===== config.mk =====
export PLATFORM = sky130hd
export DESIGN_NAME = mc_control
export DESIGN_NICKNAME = d
export VERILOG_FILES = /design/src/rtl/mips_ctrl_pkg.sv /design/src/rtl/mc_control.sv
export SDC_FILE = /design/constraint.sdc
export NUM_CORES = 1
export LEC_CHECK = 0
export CELL_PAD_IN_SITES_DETAIL_PLACEMENT = 1
export CELL_PAD_IN_SITES_GLOBAL_PLACEMENT = 1
export CORE_MARGIN = 2
export CORE_UTILIZATION = 23
export DETAILED_ROUTE_END_ITERATION = 6
export HOLD_SLACK_MARGIN = 0.06
export PLACE_DENSITY = 0.76
export SYNTH_ARGS = -nofsm -noshare
export SYNTH_HDL_FRONTEND = slang
export SYNTH_SLANG_ARGS = --single-unit

===== constraint.sdc =====
create_clock -name clk -period 1.82 [get_ports clk]
set_clock_uncertainty 0.15 [all_clocks]
set_input_delay 0.546 -clock clk [delete_from_list [all_inputs] [get_ports clk]]
set_output_delay 0.546 -clock clk [all_outputs]
set_load 0.02 [all_outputs]

===== src/rtl/mips_ctrl_pkg.sv =====
`default_nettype none
// ============================================================================
// Module   : mips_ctrl_pkg
// Brief    : Shared encodings for the multicycle MIPS control path.
// Revision : 1.0
// ============================================================================
package mips_ctrl_pkg;

    typedef enum logic [3:0] {
        S_FETCH     = 4'd0,
        S_DECODE    = 4'd1,
        S_MEM_ADDR  = 4'd2,
        S_MEM_READ  = 4'd3,
        S_MEM_WB    = 4'd4,
        S_MEM_WRITE = 4'd5,
        S_R_EXEC    = 4'd6,
        S_R_WB      = 4'd7,
        S_BRANCH    = 4'd8,
        S_JUMP      = 4'd9,
        S_I_EXEC    = 4'd10,
        S_I_WB      = 4'd11,
        S_JR        = 4'd12
    } state_e;

    localparam logic [5:0] OP_RTYPE = 6'b000000;
    localparam logic [5:0] OP_LW    = 6'b100011;
    localparam logic [5:0] OP_SW    = 6'b101011;
    localparam logic [5:0] OP_BEQ   = 6'b000100;
    localparam logic [5:0] OP_J     = 6'b000010;
    localparam logic [5:0] OP_ADDI  = 6'b001000;
    localparam logic [5:0] OP_ANDI  = 6'b001100;

    localparam logic [2:0] ALUOP_ADD   = 3'b000;
    localparam logic [2:0] ALUOP_SUB   = 3'b001;
    localparam logic [2:0] ALUOP_AND   = 3'b011;
    localparam logic [2:0] ALUOP_RTYPE = 3'b100;

    localparam logic [1:0] SRCB_REG     = 2'b00;
    localparam logic [1:0] SRCB_FOUR    = 2'b01;
    localparam logic [1:0] SRCB_IMM     = 2'b10;
    localparam logic [1:0] SRCB_IMM_SH2 = 2'b11;

    localparam logic [1:0] PCSRC_ALU    = 2'b00;
    localparam logic [1:0] PCSRC_ALUOUT = 2'b01;
    localparam logic [1:0] PCSRC_JUMP   = 2'b10;
    localparam logic [1:0] PCSRC_REGA   = 2'b11;

endpackage
`default_nettype wire


===== src/rtl/mc_control.sv =====
`default_nettype none
// ============================================================================
// Module   : mc_control
// Brief    : Multicycle main control FSM: sequences each instruction and
//            drives all datapath enables, mux selects and alu_op.
// Revision : 1.0
// ============================================================================
module mc_control
    import mips_ctrl_pkg::*;
(
    input  logic       clk,
    input  logic       rst,
    input  logic [5:0] opcode,
    input  logic       jreg,
    input  logic       zero,
    input  logic       mem_ready,
    output logic       pc_write,
    output logic       pc_write_cond,
    output logic       i_or_d,
    output logic       mem_read,
    output logic       mem_write,
    output logic       ir_write,
    output logic       mem_to_reg,
    output logic       reg_write,
    output logic       reg_dst,
    output logic       alu_src_a,
    output logic       zero_ext,
    output logic [1:0] alu_src_b,
    output logic [1:0] pc_source,
    output logic [2:0] alu_op,
    output logic       illegal_op,
    output logic [3:0] state
);

    state_e state_q;
    state_e state_d;

    // The zero flag only reaches the PC through pc_write_cond in the datapath.
    logic unused_zero;
    assign unused_zero = zero;

    always_ff @(posedge clk or posedge rst) begin
        if (rst) begin
            state_q <= S_FETCH;
        end else begin
            state_q <= state_d;
        end
    end

    always_comb begin
        state_d = state_q;
        case (state_q)
            S_FETCH:     state_d = mem_ready ? S_DECODE : S_FETCH;
            S_DECODE: begin
                case (opcode)
                    OP_LW, OP_SW:     state_d = S_MEM_ADDR;
                    OP_RTYPE:         state_d = S_R_EXEC;
                    OP_BEQ:           state_d = S_BRANCH;
                    OP_J:             state_d = S_JUMP;
                    OP_ADDI, OP_ANDI: state_d = S_I_EXEC;
                    default:          state_d = S_FETCH;
                endcase
            end
            S_MEM_ADDR:  state_d = (opcode == OP_SW) ? S_MEM_WRITE : S_MEM_READ;
            S_MEM_READ:  state_d = mem_ready ? S_MEM_WB : S_MEM_READ;
            S_MEM_WRITE: state_d = mem_ready ? S_FETCH : S_MEM_WRITE;
            S_R_EXEC:    state_d = jreg ? S_JR : S_R_WB;
            S_I_EXEC:    state_d = S_I_WB;
            default:     state_d = S_FETCH;
        endcase
    end

    always_comb begin
        pc_write      = 1'b0;
        pc_write_cond = 1'b0;
        i_or_d        = 1'b0;
        mem_read      = 1'b0;
        mem_write     = 1'b0;
        ir_write      = 1'b0;
        mem_to_reg    = 1'b0;
        reg_write     = 1'b0;
        reg_dst       = 1'b0;
        alu_src_a     = 1'b0;
        zero_ext      = 1'b0;
        alu_src_b     = SRCB_REG;
        pc_source     = PCSRC_ALU;
        alu_op        = ALUOP_ADD;
        illegal_op    = 1'b0;
        case (state_q)
            S_FETCH: begin
                mem_read  = 1'b1;
                alu_src_b = SRCB_FOUR;
                ir_write  = mem_ready;
                pc_write  = mem_ready;
            end
            S_DECODE: begin
                alu_src_b = SRCB_IMM_SH2;
                case (opcode)
                    OP_RTYPE, OP_LW, OP_SW, OP_BEQ,
                    OP_J, OP_ADDI, OP_ANDI: illegal_op = 1'b0;
                    default:                illegal_op = 1'b1;
                endcase
            end
            S_MEM_ADDR: begin
                alu_src_a = 1'b1;
                alu_src_b = SRCB_IMM;
            end
            S_MEM_READ: begin
                mem_read = 1'b1;
                i_or_d   = 1'b1;
            end
            S_MEM_WB: begin
                reg_write  = 1'b1;
                mem_to_reg = 1'b1;
            end
            S_MEM_WRITE: begin
                mem_write = 1'b1;
                i_or_d    = 1'b1;
            end
            S_R_EXEC: begin
                alu_src_a = 1'b1;
                alu_op    = ALUOP_RTYPE;
            end
            S_R_WB: begin
                reg_write = 1'b1;
                reg_dst   = 1'b1;
                alu_op    = ALUOP_RTYPE;
            end
            S_BRANCH: begin
                alu_src_a     = 1'b1;
                alu_op        = ALUOP_SUB;
                pc_write_cond = 1'b1;
                pc_source     = PCSRC_ALUOUT;
            end
            S_JUMP: begin
                pc_write  = 1'b1;
                pc_source = PCSRC_JUMP;
            end
            S_I_EXEC: begin
                alu_src_a = 1'b1;
                alu_src_b = SRCB_IMM;
                alu_op    = (opcode == OP_ANDI) ? ALUOP_AND : ALUOP_ADD;
                zero_ext  = (opcode == OP_ANDI);
            end
            S_I_WB: begin
                reg_write = 1'b1;
                alu_op    = (opcode == OP_ANDI) ? ALUOP_AND : ALUOP_ADD;
                zero_ext  = (opcode == OP_ANDI);
            end
            S_JR: begin
                pc_write  = 1'b1;
                pc_source = PCSRC_REGA;
            end
            default: ;
        endcase

        // Reset silences every enable at once, so an abandoned instruction
        // cannot complete a register or memory write.
        if (rst) begin
            pc_write      = 1'b0;
            pc_write_cond = 1'b0;
            i_or_d        = 1'b0;
            mem_read      = 1'b0;
            mem_write     = 1'b0;
            ir_write      = 1'b0;
            mem_to_reg    = 1'b0;
            reg_write     = 1'b0;
            reg_dst       = 1'b0;
            alu_src_a     = 1'b0;
            zero_ext      = 1'b0;
            alu_src_b     = 2'b00;
            pc_source     = 2'b00;
            alu_op        = 3'b000;
            illegal_op    = 1'b0;
        end
    end

    assign state = rst ? 4'd0 : state_q;

endmodule
`default_nettype wire


==> impl_metrics.csv <==
group,metric,value,unit
outcome,outcome,"finished, violations left",
outcome,violations,"negative setup slack",
worst_setup_path,r2r_slack,-0.14,ns
worst_setup_path,cp.arrival,1.72,ns
worst_setup_path,crit_chain,"buf_4 > or2b_1 > a2111oi_4 > buf_4",
clock_network,cts-root-buf,"clkbuf_4",
logic_synthesis,synth-main-ff-cell,"dfrtp_1",
clock_network,postCtsHoldBufs,0,
floorplanning,die_y,56.52,um
logic_synthesis,yosys.area_share.simple,0.5049,
power,vdd_ir_drop_max,0.0008931,V
timing,hold-worst-slack,0.2888,ns
worst_setup_path,path_max_fanout,4,
logic_synthesis,syn_nets,100,
worst_setup_path,critPathTopFamily,"flip-flops",
worst_setup_path,start_kind,"flip-flop",
detailed_routing,drtPass1Iterations,4,
logic_synthesis,netlist.top_cell.by_area,"dfrtp_1",
logic_synthesis,yosysWarningCount,0,
final_layout,largest_register_ffs,4,
logic_synthesis,synthCells,89,
final_layout,area_delta_synth_final,198.4,%
logic_synthesis,synth-compound-area-share,0.2288,
logic_synthesis,synth-adder-area-share,0,
floorplanning,dieArea,0.003194,sq mm
power,power_density,1096,mW/mm^2
worst_setup_path,reg2reg_to,"state_q[0]$_DFF_PP0_",
floorplanning,die_w,56.52,um
worst_setup_path,cpMostUsedCell,"buf_4",
floorplanning,num_io_pins,34,
logic_synthesis,ys_seq_elements,4,
worst_setup_path,endpoint_kind,"output port",
logic_synthesis,ys_async_sr_fraction,1.000,
clock_network,cts_tree,"done",
timing,rsz0062_at_grt,"yes",
logic_synthesis,synth.distinct_cells,42,
logic_synthesis,syn_avg_cell_area,7.128,sq um
detailed_routing,wirelength,5112,um
logic_synthesis,synth-xor-area-share,0.02761,
detailed_routing,via_per_inst,5.545,
global_routing,grt_max_degree,14,
timing,worstMarginPinSlew,0.2946,ns
final_layout,n_antenna_cell,0,
min_path,hold_path_class,"in2async",
timing,setup_ws,-0.5929,ns
final_layout,n_fill_cell,276,
power,leakage,0.8466,nW
placed_design,portBuffers,32,
final_layout,nets,191,
timing,setup-tns-final,-7.971,ns
clock_network,ctsHtreeMaxLevel,1,
global_routing,grt_pass1_vias,1233,
detailed_routing,wl_per_cell,24.46,um
logic_synthesis,synth_top_family_by_area,"simple AND/OR/NAND/NOR gates",
final_layout,reg_top3,"state_q (4)",
final_layout,drive_gt1_frac,0.8034,
global_routing,track_usage,0.2394,
logic_synthesis,muxShareOfSynthArea,0.01775,
logic_synthesis,yosysSeqAreaShare,0.1578,
detailed_routing,num_vias,1159,
floorplanning,start_util,0.2361,
clock_network,cts_buffer_depth,2,
global_routing,grt_pass1_wl,5844,um
timing,fin_crit_sh,1.326,
clock_network,clkTransAtPathRegs,0.04,ns
floorplanning,core,0.002686,sq mm
detailed_routing,drt_iter0_markers,81,
logic_synthesis,synth_edf_count,0,
clock_network,cts_num_sinks,4,
worst_setup_path,slowest_stage,"dfrtp_1",
global_routing,grt_overflow,0,
global_routing,antenna_found_initial,0,
detailed_routing,postRouteAntennaNets,0,
logic_synthesis,ys_top_cells_by_area,"dfrtp_1 (16%), nor3_1 (7.1%), nor2_1 (4.1%)",
placed_design,place_congestion,0.8527,
timing,slew_viol_final,0,
floorplanning,rows,19,
run,maxCapViolations,0,
timing,max_freq,414.4,MHz
timing,hold_viol_final,0,
detailed_routing,drcViolationCount,0,
clock_network,clk_latency,0.24,ns
worst_setup_path,critPathMaxStageDelay,0.45,ns
placed_design,hpwl,2321,um
worst_setup_path,cp_num_buf_inv,2,
worst_setup_path,crit_type,"reg2out",
logic_synthesis,yosysTopAreaCellShare,0.1578,
final_layout,top_register,"state_q",
worst_setup_path,reg2reg_from,"state_q[2]$_DFF_PP0_",
worst_setup_path,crit_required,1.12,ns
timing,finalSetupViolCount,26,
timing,post-route-min-period,2.413,ns
logic_synthesis,synth.cell_area,634.4,sq um
clock_network,cts_buffers,3,
timing,relSlewSlack,0.8036,
worst_setup_path,reg2reg_depth,7,
metrics by stage:
| stage | setup slack, ns | std cells | power, mW | utilization | instance area (sq um) |
|---|---|---|---|---|---|
| after floorplan | -0.2753 | 89 | 0.8034 | - | 809.5 |
| after global placement | -1.199 | 184 | 1.231 | 0.5179 | 1391 |
| after detailed placement | -1.239 | 184 | 1.274 | 0.5179 | 1391 |
| after CTS | -0.4580 | 197 | 1.648 | 0.5925 | 1592 |
| after global routing | -0.6224 | 209 | 2.147 | 0.7047 | 1893 |
| final | -0.5929 | 209 | 2.075 | 0.7047 | 1893 |
power by group:
part           internal (mW)  switching [mW]  leakage [nW]
registers              0.116          0.0222        0.0532
clock network         0.0742          0.0422        0.0138
logic                  0.949           0.872         0.780
timing repair:
action	4_1_cts	5_1_grt
buffers inserted	10	12
pin swaps	11	17
resized for setup	173	52
endpoints found under the setup margin	27	26
worst max-delay path by stage:
| stage | start | endpoint | slack, ns | depth (start not counted) |
|---|---|---|---|---|
| 6_report | state_q[3]$_DFF_PP0_ | alu_op[0] | -0.59 | 4 |
| 5_1_grt | state_q[3]$_DFF_PP0_ | alu_op[0] | -0.62 | 4 |
| 4_1_cts | state_q[3]$_DFF_PP0_ | illegal_op | -0.46 | 4 |
| 3_5_place_dp | opcode[0] | illegal_op | -1.24 | 5 |
| 3_3_place_gp | opcode[1] | alu_op[0] | -1.20 | 5 |
| 2_1_floorplan | opcode[1] | alu_op[0] | -0.28 | 3 |
logic make-up after synthesis:
logic type,after synthesis
AND/OR/NAND/NOR,54
AO/OA/AOI/OAI,18
buffers and inverters,10
flip-flops,4
XOR/XNOR,2
multiplexers,1
layer usage:
metal / track usage / part of all wire / vias up
li1: - / - / 503
met1: 0.2192 / 0.36 / 557
met2: 0.4751 / 0.52 / 69
met3: 0.03226 / 0.060 / 30
met4: 0.1565 / 0.064 / 0
met5: 0 / 0 / -
synthesized netlist by cell type, drive strengths merged, types with 3 or more instances:
library cell and instances:
nor3 9, nand2 6, clkbuf 3, nor2 7, and2 3, inv 5
a21oi 4, nor2b 4, nand2b 3, dfrtp 4, nand3 3, or2 3
worst register-to-register path, cell delays in order, from the launching register on:
cell and delay (ns):
dfrtp_1 0.37, buf_6 0.16, buf_6 0.14, buf_6 0.11
buf_6 0.11, or3b_4 0.39, mux2_4 0.27, o221ai_2 0.18
cell type report:
| cell class | instances | area [sq um] | share of cell area |
|---|---|---|---|
| clock buffer | 3 | 22.52 | 0.01190 |
| inverter | 5 | 21.27 | 0.01124 |
| multi-input combinational | 75 | 809.5 | 0.4276 |
| sequential | 4 | 100.1 | 0.05287 |
| tap | 31 | 38.79 | 0.02049 |
| timing repair buffer | 91 | 900.9 | 0.4759 |
layout by cell type (no fill, tap or decap), types with 2 or more instances in the layout:
cell | netlist | final
and2_4 | 0 | 3
nand2_2 | 0 | 2
buf_6 | 0 | 40
inv_1 | 2 | 2
or2_4 | 1 | 2
and3_4 | 0 | 2
nor3_4 | 0 | 8
dfrtp_1 | 4 | 4
buf_8 | 0 | 3
a21oi_2 | 0 | 2
nand4b_1 | 2 | 2
o221ai_2 | 1 | 2
nor2b_4 | 0 | 4
nand3_2 | 0 | 2
buf_4 | 0 | 38
nor2_2 | 0 | 2
clkbuf_4 | 0 | 4
nand2_1 | 6 | 3
nor2_1 | 7 | 3
nor2_4 | 0 | 2
nor4b_4 | 0 | 2
dlygate4sd2_1 | 0 | 3
buf_12 | 0 | 3
a21oi_1 | 4 | 2
inv_2 | 3 | 2
nand3b_1 | 2 | 2
Power figures use the tool's default switching activity.
==> variant (config.mk and constraints unchanged) <==
Make the reset (`rst`) synchronous in one clocked block.
--- a/src/rtl/mc_control.sv
+++ b/src/rtl/mc_control.sv
@@ -39,7 +39,7 @@
     logic unused_zero;
     assign unused_zero = zero;
 
-    always_ff @(posedge clk or posedge rst) begin
+    always_ff @(posedge clk) begin
         if (rst) begin
             state_q <= S_FETCH;
         end else begin
Check against the original RTL: no difference found for any inputs over 10 cycles, from zero or initial values and one cycle with rst high; that may be too few to reach the edited logic, so the function may still have changed.
==> variant against the original RTL <==
  * The flow now stops in 5_1_grt
  * Area after synthesis down 1.8%
==> variant: results (changes against the original RTL) <==
.. list-table::
   :header-rows: 1

   * - Metric
     - Value
   * - Portion of the post-synthesis area used by sequential elements
     - 12.9% (was 15.8%)
   * - Share of synthesized flip-flops with an asynchronous set or reset
     - 0% (was 100%)
   * - Largest buffer count on any clock path
     - 2 (unchanged)
   * - Number of distinct library cells after synthesis
     - 33 (was 42)
   * - Cell at the root of the clock tree
     - clkbuf_4 (unchanged)
   * - Most instantiated cells after synthesis
     - 15 x nor2_1, 10 x nor3_1, 8 x clkbuf_1 (was 9 x nor3_1, 7 x nor2_1, 6 x nand2_1)
   * - First error line in the log
     - [ERROR DPL-0033] detailed placement checks failed during check placement.
   * - Placed Instances
     - 197 (was 184)
   * - Worst endpoint after global-route timing repair
     - alu_op[0]
   * - Average cell area after synthesis
     - 6.23 um^2 (was 7.13 um^2)
   * - Synth top area cells
     - dfxtp_1 13%, nor2_1 9.0%, nor3_1 8.0% (was dfrtp_1 16%, nor3_1 7.1%, nor2_1 4.1%)
   * - Worst_ep kind
     - top-level output
   * - Last stage the flow got to
     - 5_1_grt
   * - Yosys Warn Count
     - 0 (unchanged)
   * - HPWL after detailed placement
     - 2.75 mm (was 2.32 mm)
   * - CTS HTree Levels
     - 1 (unchanged)
   * - Syn Nets
     - 111 (was 100)
   * - Number of buffer cells added on primary ports
     - 32 (unchanged)
   * - Pin count of the biggest net entering global routing
     - 8
   * - Run status
     - aborted with a tool error (was finished, violations left)
   * - Total clock buffers created by CTS
     - 3 (unchanged)
   * - Total number of clock tree sinks
     - 4 (unchanged)
   * - Final GP Congestion
     - 0.764 (was 0.853)
   * - Initial antenna violation count
     - 0
-- variant: cell types whose count changed after synthesis, moves of 3 or more --
cell,change
clkbuf_1,+5
o21ai_0,+6
inv_1,+3
nand2b_1,+3
nand3_1,-3
nor4_1,+3
nand2_1,-3
inv_2,-3
xnor2_1,+3
nor2_1,+8
dfrtp_1,-4
dfxtp_1,+4
-- variant: repair_timing --
| action | 4_1_cts |
|---|---|
| pin swaps | 19 |
| resized for setup | 203 |
| buffers inserted | 7 |
| endpoints found under the setup margin | 27 |
-- variant: stage by stage --
stage / hold WS [ns] / util [%] / worst slack (ns) / cell area (um^2)
CTS: 0.620 / 68.4 / -0.496 / 1720
global placement: 0.711 / 57.7 / -1.31 / 1460
floorplan: 0.503 / - / -0.354 / 832
detailed placement: 0.715 / 57.7 / -1.37 / 1460
-- variant: kinds of logic after synthesis --
family,after synthesis,synth area share [%]
xor gates and xnor gates,4,5.62
DFF,4,12.9
AOI/OAI and AO/OA,19,18.9
buffers and inverters,13,7.83
and+or+nand+nor,60,54.8
